**src/rtl/trace_formatter_pkg.sv**
```systemverilog
// Shared definitions for the trace formatter: snapshot layout, line geometry,
// ASCII constants and formatter state encodings.
package trace_formatter_pkg;

  localparam int unsigned LINE_LEN = 35;
  localparam int unsigned SNAP_W   = 97;

  localparam logic [7:0] ASCII_SPACE = 8'h20;
  localparam logic [7:0] ASCII_NL    = 8'h0A;
  localparam logic [7:0] ASCII_ZERO  = 8'h30;
  localparam logic [7:0] ASCII_A     = 8'h61;

  localparam logic [1:0] ST_IDLE = 2'd0;
  localparam logic [1:0] ST_EMIT = 2'd1;
  localparam logic [1:0] ST_DONE = 2'd2;

  typedef struct packed {
    logic        halted;
    logic [15:0] pc;
    logic [15:0] sp;
    logic [15:0] af;
    logic [15:0] bc;
    logic [15:0] de;
    logic [15:0] hl;
  } snapshot_t;

endpackage

```
**src/rtl/trace_fifo.sv**
```systemverilog
// Single-clock FIFO; the extra pointer bit tells full from empty.
module trace_fifo #(
  parameter int unsigned WIDTH = 8,
  parameter int unsigned DEPTH = 4
) (
  input  logic             clk,
  input  logic             reset,
  input  logic             push,
  input  logic             pop,
  input  logic [WIDTH-1:0] wr_data,
  output logic [WIDTH-1:0] rd_data,
  output logic             full,
  output logic             empty
);

  localparam int unsigned AW = $clog2(DEPTH);

  logic [AW:0]      wr_ptr;
  logic [AW:0]      rd_ptr;
  logic [WIDTH-1:0] mem [DEPTH];

  assign empty   = (wr_ptr == rd_ptr);
  assign full    = (wr_ptr[AW] != rd_ptr[AW]) && (wr_ptr[AW-1:0] == rd_ptr[AW-1:0]);
  assign rd_data = mem[rd_ptr[AW-1:0]];

  always_ff @(posedge clk or posedge reset) begin
    if (reset) begin
      wr_ptr <= '0;
      rd_ptr <= '0;
    end else begin
      if (push && !full) wr_ptr <= wr_ptr + 1'b1;
      if (pop && !empty) rd_ptr <= rd_ptr + 1'b1;
    end
  end

  always_ff @(posedge clk) begin
    if (push && !full) mem[wr_ptr[AW-1:0]] <= wr_data;
  end

endmodule

```
**src/rtl/trace_formatter.sv**
```systemverilog
// Captures a register snapshot on each instruction retire and streams it out
// as a 35-byte ASCII trace line over a valid/ready byte interface.
module trace_formatter
  import trace_formatter_pkg::*;
#(
  parameter int unsigned FIFO_DEPTH = 4
) (
  input  logic        clk,
  input  logic        reset,
  input  logic [15:0] dbg_pc,
  input  logic [15:0] dbg_sp,
  input  logic [15:0] dbg_AF,
  input  logic [15:0] dbg_BC,
  input  logic [15:0] dbg_DE,
  input  logic [15:0] dbg_HL,
  input  logic        dbg_instruction_retired,
  input  logic        dbg_halted,
  output logic [7:0]  out_data,
  output logic        out_valid,
  input  logic        out_ready,
  output logic        overflow,
  output logic        trace_done
);

  logic              ret_q;
  logic              stop_capture;
  logic              capture;
  logic              fifo_full;
  logic              fifo_empty;
  logic              pop;
  logic              hs;
  logic [1:0]        state;
  logic [5:0]        idx;
  snapshot_t         wr_snap;
  snapshot_t         line;
  logic [SNAP_W-1:0] head_bits;

  function automatic logic [7:0] hex_ascii(input logic [3:0] n);
    return (n < 4'd10) ? ASCII_ZERO + {4'h0, n} : ASCII_A + {4'h0, n} - 8'd10;
  endfunction

  // Columns of five bytes: four hex digits and a space per register.
  function automatic logic [7:0] line_byte(input snapshot_t s, input logic [5:0] i);
    logic [15:0] field;
    logic [2:0]  grp;
    logic [2:0]  pos;
    logic [3:0]  nib;
    grp = 3'(i / 6'd5);
    pos = 3'(i % 6'd5);
    case (grp)
      3'd0:    field = s.pc;
      3'd1:    field = s.sp;
      3'd2:    field = s.af;
      3'd3:    field = s.bc;
      3'd4:    field = s.de;
      default: field = s.hl;
    endcase
    case (pos)
      3'd0:    nib = field[15:12];
      3'd1:    nib = field[11:8];
      3'd2:    nib = field[7:4];
      default: nib = field[3:0];
    endcase
    if (i == 6'd34)      return ASCII_NL;
    else if (i >= 6'd30) return ASCII_ZERO + {7'h0, s.af[4'(6'd37 - i)]};
    else if (pos == 3'd4) return ASCII_SPACE;
    else                 return hex_ascii(nib);
  endfunction

  assign capture = dbg_instruction_retired && !ret_q && !stop_capture;
  assign pop     = (state == ST_IDLE) && !fifo_empty;
  assign hs      = out_valid && out_ready;

  always_comb begin
    wr_snap        = '0;
    wr_snap.halted = dbg_halted;
    wr_snap.pc     = dbg_pc;
    wr_snap.sp     = dbg_sp;
    wr_snap.af     = dbg_AF;
    wr_snap.bc     = dbg_BC;
    wr_snap.de     = dbg_DE;
    wr_snap.hl     = dbg_HL;
  end

  trace_fifo #(
    .WIDTH(SNAP_W),
    .DEPTH(FIFO_DEPTH)
  ) u_fifo (
    .clk    (clk),
    .reset  (reset),
    .push   (capture),
    .pop    (pop),
    .wr_data(wr_snap),
    .rd_data(head_bits),
    .full   (fifo_full),
    .empty  (fifo_empty)
  );

  always_ff @(posedge clk or posedge reset) begin
    if (reset) begin
      ret_q        <= 1'b0;
      stop_capture <= 1'b0;
      overflow     <= 1'b0;
      state        <= ST_IDLE;
      idx          <= '0;
      line         <= '0;
      out_valid    <= 1'b0;
      out_data     <= '0;
      trace_done   <= 1'b0;
    end else begin
      ret_q <= dbg_instruction_retired;
      if (capture) begin
        if (fifo_full)       overflow     <= 1'b1;
        else if (dbg_halted) stop_capture <= 1'b1;
      end
      case (state)
        ST_IDLE: begin
          if (!fifo_empty) begin
            line      <= head_bits;
            idx       <= '0;
            out_data  <= line_byte(head_bits, 6'd0);
            out_valid <= 1'b1;
            state     <= ST_EMIT;
          end
        end
        ST_EMIT: begin
          if (hs) begin
            if (idx == 6'(LINE_LEN - 1)) begin
              out_valid <= 1'b0;
              if (line.halted) begin
                state      <= ST_DONE;
                trace_done <= 1'b1;
              end else begin
                state <= ST_IDLE;
              end
            end else begin
              idx      <= idx + 6'd1;
              out_data <= line_byte(line, idx + 6'd1);
            end
          end
        end
        ST_DONE: ;
        default: state <= ST_IDLE;
      endcase
    end
  end

endmodule

```
**config.mk**
```make
export PLATFORM = sky130hd
export DESIGN_NAME = trace_formatter
export DESIGN_NICKNAME = d
export VERILOG_FILES = /design/src/rtl/trace_formatter_pkg.sv /design/src/rtl/trace_fifo.sv /design/src/rtl/trace_formatter.sv
export SDC_FILE = /design/constraint.sdc
export NUM_CORES = 1
export LEC_CHECK = 0
export CAP_MARGIN = 20
export CORE_UTILIZATION = 67
export CTS_BUF_LIST = sky130_fd_sc_hd__clkbuf_4 sky130_fd_sc_hd__clkbuf_8
export DETAILED_ROUTE_END_ITERATION = 12
export PLACE_DENSITY = 0.94
export SKIP_CTS_REPAIR_TIMING = 1
export SYNTH_ARGS = -nofsm -noshare
export SYNTH_HDL_FRONTEND = slang
export SYNTH_SLANG_ARGS = --single-unit
```
**constraint.sdc**
```tcl
create_clock -name clk -period 10.31 [get_ports clk]
set_input_delay 1.031 -clock clk [delete_from_list [all_inputs] [get_ports clk]]
set_output_delay 1.031 -clock clk [all_outputs]
set_load 0.01 [all_outputs]
```
==> results summary, run 1 <==
The run finished, with violations left. The final reports fail on design-rule violations. Across every metal layer, demand over resource in global routing totals 0.308. For the pin with the worst max-slew slack, the measured transition is 1.11 ns. The path class of the tightest hold or removal check is flop to flop. The synthesized flop and latch total came out at 511. In this run, placement finished with an instance count of 1634. The synthesized design contains 388 enable-type register cells.

The reg-to-reg critical path endpoint is out_data[0]. Across all register-to-register paths, the minimum setup slack is 2.02 ns. The largest single stage delay on the critical path is 0.86 ns.

IR analysis of the VDD net gives a maximum drop of 0.000155 V. 0 antenna diodes ended up in the layout. The cell count after synthesis is 1173. Of the total power, the share spent switching nets is 0.209. Among all stages on the critical path, the largest delay is contributed by sky130_fd_sc_hd__dfrtp_1.

The die is 180 um tall. After detailed routing, the total wire length is 48900 um. The async set or reset register ratio after synthesis is 0.241.

The number of nets in the layout came out at 1436. The share of the yosys chip area belonging to registers is 0.695. The number of sinks driven by the clock tree came out at 511. The area occupied by multi-input gates came out at 6150 um^2.

The placer congestion estimate is 0.913. The fraction of power consumed by combinational cells is 0.038. The worst slew slack as a fraction of its limit came out at 0.257.

Buffers inserted during clock tree synthesis total 76. By startpoint and endpoint, the worst setup path is classified as flop to flop. The required time of the critical path came out at 10.80 ns. The final cell utilization of the core came out at 0.787. The routed length per instance is 27.5 um. The first global-routing pass estimated 73700 um of wire. The overall power of the completed layout came out at 4.17 mW. The internal power summed over all cells came out at 3.30 mW. The endpoint of the worst hold path is overflow.

The depth of the worst register-to-register path came out at 21. The via count of the first global-routing pass was 12400. TritonCTS built the clock tree. The effective utilization at floorplan came out at 0.687. The buffer and inverter count on the worst path is 2. The vias after detailed routing came out at 11900. In the final layout, flip-flops and latches occupy 14700 um^2. The post-route standard cell area excluding fillers came out at 24300 um^2.

The highest fanout seen on the critical path is 22. The number of synthesis warnings is 0. The first detailed-routing pass took 9 iterations. The setup TNS is 0 ns. The number of design rule violations left after detail routing is 4. In this run the remaining antenna-violating nets after routing total 0. The total grt overflow is 0.

The post-route non-filler standard cell count is 1775. The fraction of layout cells with a size suffix above 1 came out at 0.281. The distinct cell type count after synthesis came out at 90. For this run, the leading register cell type out of synthesis is sky130_fd_sc_hd__edfxtp_1. Once placement finished, the instance area stood at 22600 um^2.

Buffers placed on the I/O ports in this run total 110. After floorplanning, the core was divided into 64 placement rows. In this run the most critical hold path is launched from overflow. Measured along the x axis, the die boundary spans 180 um.

The power per unit of standard cell area came out at 172 nW/um^2. The netlist area before placement is 21200 um^2. The hold violation total from the final report was 0. The data arrival time of the worst path came out at 8.77 ns.

The number of maximum-capacitance constraint violations came out at 0. Across the routed clock network, the largest skew measured is 0.0230 ns. The die covers 32300 um^2. STA classifies the critical path startpoint as a flop. The per-cell via count in the routed design is 6.73.

The clock latency of the later-clocked register in the worst-skew pair came out at 0.60 ns. The final clock period utilization by the worst path came out at 0.804. Traced cell by cell, the critical path runs through inv_1 > ha_1 > clkinv_1 > ha_1 > or2_2 > o41ai_2 > xnor2_1 > o21ai_1 > o21ai_1 > ha_1 > nand2b_1 > a311oi_1 > and2_1 > mux2_1 > a32o_1 > o31ai_1 > o21ai_1 > a2bb2oi_2 > o21ai_1 > xor2_1 > a221o_1.

After clock tree synthesis, the clock-pin slew on the worst setup and hold paths is 0.07 ns. The floorplan core area came out at 30800 um^2. The initial antenna violation count came out at 1. The analysis attributes to cell leakage a power of 8.69 nW. The max-slew violation total from the final report is 0.

Counting I/O delays and the setup requirement, the final critical path takes 8.29 ns. Counting instances, the worst hold path has a depth of 1. The final HPWL from detailed placement is 30900 um. The proportion of power drawn by the clock network came out at 0.410. The layout overhead on the synthesized area is 14.5%.

In this run the critical register-to-register path is launched from idx[0]. The number of setup violations in the final report came out at 0. The number of nets in the synthesized netlist is 1293.

In this run the deepest clock path goes through 3 buffers. A synthesized cell averages 18.1 um^2. Setup repair after global routing left no endpoint under its margin. The type of element capturing the critical path is a flop. The register share of total power came out at 0.553.

The H-tree depth is 3. The count of fill cells added during filler insertion is 1506. In this run the clock root is driven by a sky130_fd_sc_hd__clkbuf_8. The number of top-level pins came out at 112. The analysis attributes to net switching a power of 871 uW.

The category of cells accounting for the largest share of critical-path delay is compound AO/OA/AOI/OAI gates. The most frequent cell on the critical path is sky130_fd_sc_hd__o21ai_1. Entering global routing, the biggest net connects 77 pins.

The count of routing violations after the opening detailed-route iteration came out at 1180. The timing-limited maximum frequency is 121 MHz.
[layer usage]
layer | vias up | GRT usage | part of all wire
met2 | 693 | 0.516 | 0.51
li1 | 5007 | - | -
met1 | 6123 | 0.419 | 0.39
met5 | - | 0 | 0.00035
met4 | 2 | 0.102 | 0.029
met3 | 119 | 0.0511 | 0.073
[layout by cell type (no fill, tap or decap), types with 6 or more instances in the layout]
cell and n:
sky130_fd_sc_hd__o21ai_0 27, sky130_fd_sc_hd__and3_1 7, sky130_fd_sc_hd__mux2_2 97, sky130_fd_sc_hd__o21ai_1 9, sky130_fd_sc_hd__clkinv_1 7, sky130_fd_sc_hd__xnor2_1 9
sky130_fd_sc_hd__a21oi_1 26, sky130_fd_sc_hd__edfxtp_1 388, sky130_fd_sc_hd__o211ai_1 6, sky130_fd_sc_hd__clkdlybuf4s50_1 110, sky130_fd_sc_hd__nor2b_1 6, sky130_fd_sc_hd__clkbuf_4 41
sky130_fd_sc_hd__nor3_1 12, sky130_fd_sc_hd__a21o_1 6, sky130_fd_sc_hd__buf_4 11, sky130_fd_sc_hd__nand3_1 14, sky130_fd_sc_hd__a32oi_1 10, sky130_fd_sc_hd__inv_1 15
sky130_fd_sc_hd__and2_1 7, sky130_fd_sc_hd__clkbuf_8 83, sky130_fd_sc_hd__a31oi_1 7, sky130_fd_sc_hd__mux4_2 103, sky130_fd_sc_hd__nor2_1 30, sky130_fd_sc_hd__mux2i_1 10
sky130_fd_sc_hd__dfrtp_1 121, sky130_fd_sc_hd__or3_1 6, sky130_fd_sc_hd__nand2_1 57, sky130_fd_sc_hd__ha_1 19
[logic make-up (layout without fill, tap and decap cells)]
logic type | count (synthesis) | after routing | synth area share
and+or+nand+nor | 178 | 178 | 0.0436
xor gates and xnor gates | 16 | 16 | 0.00768
adders and majority gates | 19 | 19 | 0.0112
other | 1 | 1 | 0.000177
DFF | 511 | 511 | 0.695
AOI/OAI and AO/OA | 161 | 161 | 0.0591
muxes | 213 | 213 | 0.168
buffers and inverters | 74 | 280 | 0.0148
[worst register-to-register path, delay by kind of cell (launching register included)]
| family | cells | cell delay, ns |
|---|---|---|
| fa+ha+maj | 3 | 1.62 |
| mux | 1 | 0.41 |
| flops | 1 | 0.86 |
| compound gates | 10 | 2.85 |
| simple gates | 3 | 1.23 |
| buf+inv | 2 | 0.78 |
| xor+xnor | 2 | 0.42 |
[cell usage after synthesis (3+ instances only)]
| master | n | area (um^2) |
|---|---|---|
| sky130_fd_sc_hd__nand2b_1 | 5 | 31.3 |
| sky130_fd_sc_hd__xor2_1 | 4 | 35.0 |
| sky130_fd_sc_hd__o22ai_1 | 4 | 25.0 |
| sky130_fd_sc_hd__dfrtp_1 | 123 | 3080 |
| sky130_fd_sc_hd__a21o_1 | 6 | 45.0 |
| sky130_fd_sc_hd__o211a_1 | 4 | 40.0 |
| sky130_fd_sc_hd__edfxtp_1 | 388 | 11700 |
| sky130_fd_sc_hd__buf_6 | 3 | 33.8 |
| sky130_fd_sc_hd__mux4_2 | 103 | 2320 |
| sky130_fd_sc_hd__or2_2 | 4 | 25.0 |
| sky130_fd_sc_hd__a22oi_1 | 5 | 37.5 |
| sky130_fd_sc_hd__a21oi_1 | 26 | 130 |
| sky130_fd_sc_hd__or3_1 | 7 | 43.8 |
| sky130_fd_sc_hd__nand2_1 | 57 | 214 |
| sky130_fd_sc_hd__inv_1 | 16 | 60.1 |
| sky130_fd_sc_hd__nor3_1 | 12 | 60.1 |
| sky130_fd_sc_hd__buf_2 | 5 | 25.0 |
| sky130_fd_sc_hd__a32oi_1 | 10 | 87.6 |
| sky130_fd_sc_hd__a311oi_1 | 3 | 26.3 |
| sky130_fd_sc_hd__nor2_1 | 30 | 113 |
| sky130_fd_sc_hd__nand4_1 | 3 | 18.8 |
| sky130_fd_sc_hd__clkbuf_1 | 35 | 131 |
| sky130_fd_sc_hd__mux2_2 | 97 | 1090 |
| sky130_fd_sc_hd__o21ai_1 | 8 | 40.0 |
| sky130_fd_sc_hd__a32o_1 | 3 | 30.0 |
| sky130_fd_sc_hd__nor3b_1 | 3 | 22.5 |
| sky130_fd_sc_hd__nor2b_1 | 6 | 37.5 |
| sky130_fd_sc_hd__o21ai_0 | 28 | 140 |
| sky130_fd_sc_hd__ha_1 | 19 | 238 |
| sky130_fd_sc_hd__a221o_1 | 4 | 40.0 |
| sky130_fd_sc_hd__mux2i_1 | 10 | 100 |
| sky130_fd_sc_hd__nand3_1 | 14 | 70.1 |
| sky130_fd_sc_hd__and3_1 | 7 | 43.8 |
| sky130_fd_sc_hd__a211oi_1 | 5 | 37.5 |
| sky130_fd_sc_hd__a31oi_1 | 7 | 43.8 |
| sky130_fd_sc_hd__o211ai_1 | 6 | 45.0 |
| sky130_fd_sc_hd__buf_1 | 11 | 41.3 |
| sky130_fd_sc_hd__o221ai_1 | 3 | 26.3 |
| sky130_fd_sc_hd__and2_1 | 11 | 68.8 |
| sky130_fd_sc_hd__nor4_1 | 4 | 25.0 |
| sky130_fd_sc_hd__o31ai_1 | 4 | 30.0 |
| sky130_fd_sc_hd__xnor2_1 | 9 | 78.8 |
[how the worst max path moves through the flow]
stage,to,depth (start not counted),slack [ns],from
floorplan,out_data[0],25,4.37,idx[1]
global placement,out_data[0],21,2.43,idx[0]
detailed placement,out_data[0],21,2.22,idx[0]
CTS,out_data[0],21,2.17,idx[0]
global route,out_data[0],21,1.51,idx[0]
finish,out_data[0],21,2.02,idx[0]
[stage by stage]
| stage | hold WS [ns] | setup WS [ns] |
|---|---|---|
| 2_1_floorplan | 0.429 | 4.37 |
| 3_3_place_gp | 0.440 | 2.43 |
| 3_5_place_dp | 0.454 | 2.22 |
| 4_1_cts | 0.480 | 2.17 |
| 5_1_grt | 0.507 | 1.51 |
| 6_report | 0.478 | 2.02 |
[power by group through the flow]
stage | sequential [mW] | combinational [mW] | clock, mW
CTS | 2.30 | 0.158 | 1.73
detailed placement | 2.34 | 0.156 | 0
global route | 2.31 | 0.170 | 1.81
global placement | 2.34 | 0.147 | 0
floorplan | 2.34 | 0.0650 | 0
finish | 2.30 | 0.157 | 1.71
[flip-flops by register name, summed over array words and instances (netlist names)]
register,flops
u_fifo.mem,388
line,97
out_data,7
idx,6
u_fifo.rd_ptr,3
u_fifo.wr_ptr,3
state,2
out_valid,1
overflow,1
ret_q,1
stop_capture,1
trace_done,1
[layout make-up]
class                           instances  share of cell area
Sequential cell                       511               0.608
Clock inverter                         17             0.00691
Clock buffer                          124              0.0598
Inverter                               18             0.00289
Tap cell                              396              0.0204
Timing Repair Buffer                  121              0.0488
Multi-Input combinational cell        588               0.254
(Power assumes the default switching activity.)
==> inputs of run 2 (changes only) <==
--- a/config.mk
+++ b/config.mk
@@ -6,10 +6,10 @@
 export NUM_CORES = 1
 export LEC_CHECK = 0
 export CAP_MARGIN = 20
-export CORE_UTILIZATION = 67
+export CORE_UTILIZATION = 62
 export CTS_BUF_LIST = sky130_fd_sc_hd__clkbuf_4 sky130_fd_sc_hd__clkbuf_8
 export DETAILED_ROUTE_END_ITERATION = 12
-export PLACE_DENSITY = 0.94
+export PLACE_DENSITY = 0.88
 export SKIP_CTS_REPAIR_TIMING = 1
 export SYNTH_ARGS = -nofsm -noshare
 export SYNTH_HDL_FRONTEND = slang
==> constraint.sdc (replaced) <==
create_clock -name clk -period 8.1 [get_ports clk]
set_input_delay 0.81 -clock clk [delete_from_list [all_inputs] [get_ports clk]]
set_output_delay 0.81 -clock clk [all_outputs]
set_load 0.01 [all_outputs]
==> run 2 against run 1 <==
Net effect:
- the run now ends clean
- via count decreased by 2.8%
- first-iteration DRC count decreased by 20%
- register-to-register slack got worse by 1.3 ns
- clock power increased by 34%
- count of clock-buffer cells in the layout decreased by 7
- global-route usage decreased by 3.2 points
- worst hold slack got worse by 0.013 ns
- sequential share of layout area decreased by 0.56 points
- sequential power increased by 27%
- flip-flop and latch count unchanged
- critical path depth increased by 5
- combinational power increased by 23%
- critical path type unchanged
- largest power group unchanged
==> results summary, run 2 (same netlist as run 1, synthesis figures left out) <==
The met2 wirelength from detailed routing is 23200 um. The worst register-to-register path ends at out_data[0]. The number of nets in the layout came out at 1447.

Counting instances, the worst hold path has a depth of 1. Clock skew on the completed layout was measured at 0.0256 ns. For this design the ratio of total power to cell area is 221 nW/um^2. The final clock period utilization by the worst path came out at 0.905. Using the TritonRoute via totals, the vias-per-cell ratio works out to 6.31. The clock latency of the later-clocked register in the worst-skew pair came out at 0.64 ns.

The count of routing violations after the opening detailed-route iteration is 947. The max-slew violation total from the final report was 0. The wire length after detailed routing came out at 46600 um. TritonCTS built the clock tree. By startpoint and endpoint, the worst setup path is classified as flop to flop. Data on the critical path is required at its endpoint by 8.62 ns. Clock tree synthesis inserted a total of 81 buffers. The area of the die came out at 34900 um^2. The timing-limited maximum frequency came out at 136 MHz.

The clock passes through at most 3 buffers. The initial antenna violation count was 2. The met3 wirelength from detailed routing is 3370 um. Data arrives at the worst endpoint at 7.85 ns. In this run the remaining antenna-violating nets after routing total 0. The number of setup violations in the final report came out at 0. In this run the standard cell core region covers 33500 um^2. The first-pass GRT wire length is 71500 um.

The number of sinks driven by the clock tree came out at 511. The number of flip-flops in the largest register is 388. In this design, the stage delay of the slowest critical-path cell is 0.53 ns. The placer congestion estimate came out at 0.956. The floorplan die width came out at 187 um.

STA classifies the critical path startpoint as a flop. The hold violation total from the final report is 0. The final cell utilization of the core is 0.730. The cell with the largest stage delay on the worst path is sky130_fd_sc_hd__o41ai_2.

Counting tap cells, the placed design contains a total of 1692 instances. The number of top-level pins is 112. The final HPWL from detailed placement came out at 29600 um. Input and output buffers added on the ports amount to 110. In this run the critical register-to-register path is launched from idx[1]. The first-pass iteration count of the detailed router is 5. In the final routed layout, each cell accounts on average for 25.3 um. Summed over all failing endpoints, the final setup total negative slack is 0 ns.

The global-route usage over all layers came out at 0.276. The cell chosen for the clock root is sky130_fd_sc_hd__clkbuf_8. The number of maximum-capacitance constraint violations is 0. Setup repair after global routing left no endpoint under its margin. The uppermost metal layer occupied by signal nets is met5.

After detailed routing, the wire length on met1 is 18700 um. The post-route non-filler standard cell count is 1841. The worst vdd rail ir drop came out at 0.000188 V. The number of design rule violations left after detail routing is 0. The H-tree was split into 3 levels. The library cell used most frequently in the layout, excluding fill and tap cells, is sky130_fd_sc_hd__edfxtp_1.

For the pin with the worst max-slew slack, the measured transition is 1.01 ns. The count of fill cells added during filler insertion came out at 1925. Headroom to the max-slew limit came out at 0.324. The shortest clock period the worst path allows after layout came out at 7.33 ns. The startpoint identified for the worst hold timing path is overflow. In the final layout, the share of cells above drive strength 1 is 0.281. The number of cells on the worst reg-to-reg path is 26. The layout overhead on the synthesized area is 15.6%.

The total number of placement rows is 67. The total grt overflow is 0. The effective utilization at floorplan came out at 0.632. The class of the tightest hold or removal check is flop to flop. The run finished with clean final reports. The worst hold path terminates at overflow.

In this run the static leakage power is 8.77 nW. The library cells used most frequently in the layout, excluding fill and tap cells, are sky130_fd_sc_hd__edfxtp_1 (388), sky130_fd_sc_hd__dfrtp_1 (121), sky130_fd_sc_hd__clkdlybuf4s50_1 (110). The largest net degree at the start of global routing came out at 71. The overall die height is 187 um. The CTS clock-pin slew for the worst setup and hold paths came out at 0.06 ns. Detailed routing inserted a total of 11600 vias. For flop-to-flop paths, the worst setup slack is 0.77 ns. The via count of the first global-routing pass is 12300. The type of element capturing the critical path is a flop. Of all nets on the critical path, the largest fanout is 11.
## run 2: per-layer routing
layer,vias up,global-route usage
met5,-,0
met4,4,0.112
met3,93,0.0683
met2,496,0.443
met1,5969,0.368
li1,5051,-
## run 2: worst max path at each step
| stage | slack [ns] | start | endpoint |
|---|---|---|---|
| final | 0.77 | idx[1] | out_data[0] |
| after global placement | 1.15 | idx[1] | out_data[0] |
| after global routing | 0.37 | idx[1] | out_data[0] |
| after CTS | 0.88 | idx[1] | out_data[0] |
| after floorplan | 2.16 | idx[1] | out_data[0] |
| after detailed placement | 0.93 | idx[1] | out_data[0] |
## run 2: critical path, delay by kind of cell, from the launching register on
kind | cells | cell delay, ns
mux | 2 | 0.51
xor+xnor | 3 | 0.67
simple gates | 5 | 1.22
fa+ha+maj | 3 | 1.03
compound gates | 11 | 2.83
flops | 1 | 0.48
buf+inv | 2 | 0.44
## run 2: per-stage QoR
stage | hold slack [ns] | setup slack, ns | instance area (um^2) | power [mW]
floorplan | 0.429 | 2.16 | 21200 | 3.06
global placement | 0.446 | 1.15 | 22700 | 3.16
detailed placement | 0.457 | 0.934 | 22700 | 3.18
CTS | 0.470 | 0.880 | 24500 | 5.46
global route | 0.482 | 0.366 | 24500 | 5.60
finish | 0.464 | 0.772 | 24500 | 5.41
## run 2: report_power, final
group	leakage, nW	internal [mW]	switching, mW	total [mW]
clock network	0.911	1.32	0.969	2.29
registers	5.18	2.90	0.0249	2.93
logic	2.68	0.0837	0.110	0.193
total	8.77	4.31	1.10	5.41
## run 2: cell type report
type / count / area [um^2] / area share
antenna: 1 / 2.50 / 0.000102
inverter: 18 / 70.1 / 0.00286
timing repair buffer: 127 / 1230 / 0.0502
multi-input combinational: 588 / 6150 / 0.251
clock inverter: 31 / 270 / 0.0110
tap: 448 / 561 / 0.0229
clock buffer: 117 / 1460 / 0.0596
sequential: 511 / 14700 / 0.602
==> inputs of run 3 (changes only) <==
--- a/config.mk
+++ b/config.mk
@@ -8,6 +8,7 @@
 export CAP_MARGIN = 20
 export CORE_UTILIZATION = 62
 export CTS_BUF_LIST = sky130_fd_sc_hd__clkbuf_4 sky130_fd_sc_hd__clkbuf_8
+export CTS_CLUSTER_DIAMETER = 50
 export DETAILED_ROUTE_END_ITERATION = 12
 export PLACE_DENSITY = 0.88
 export SKIP_CTS_REPAIR_TIMING = 1
==> results of run 3 <==
No change in the layout: final DEF, timing and power equal those of run 2.
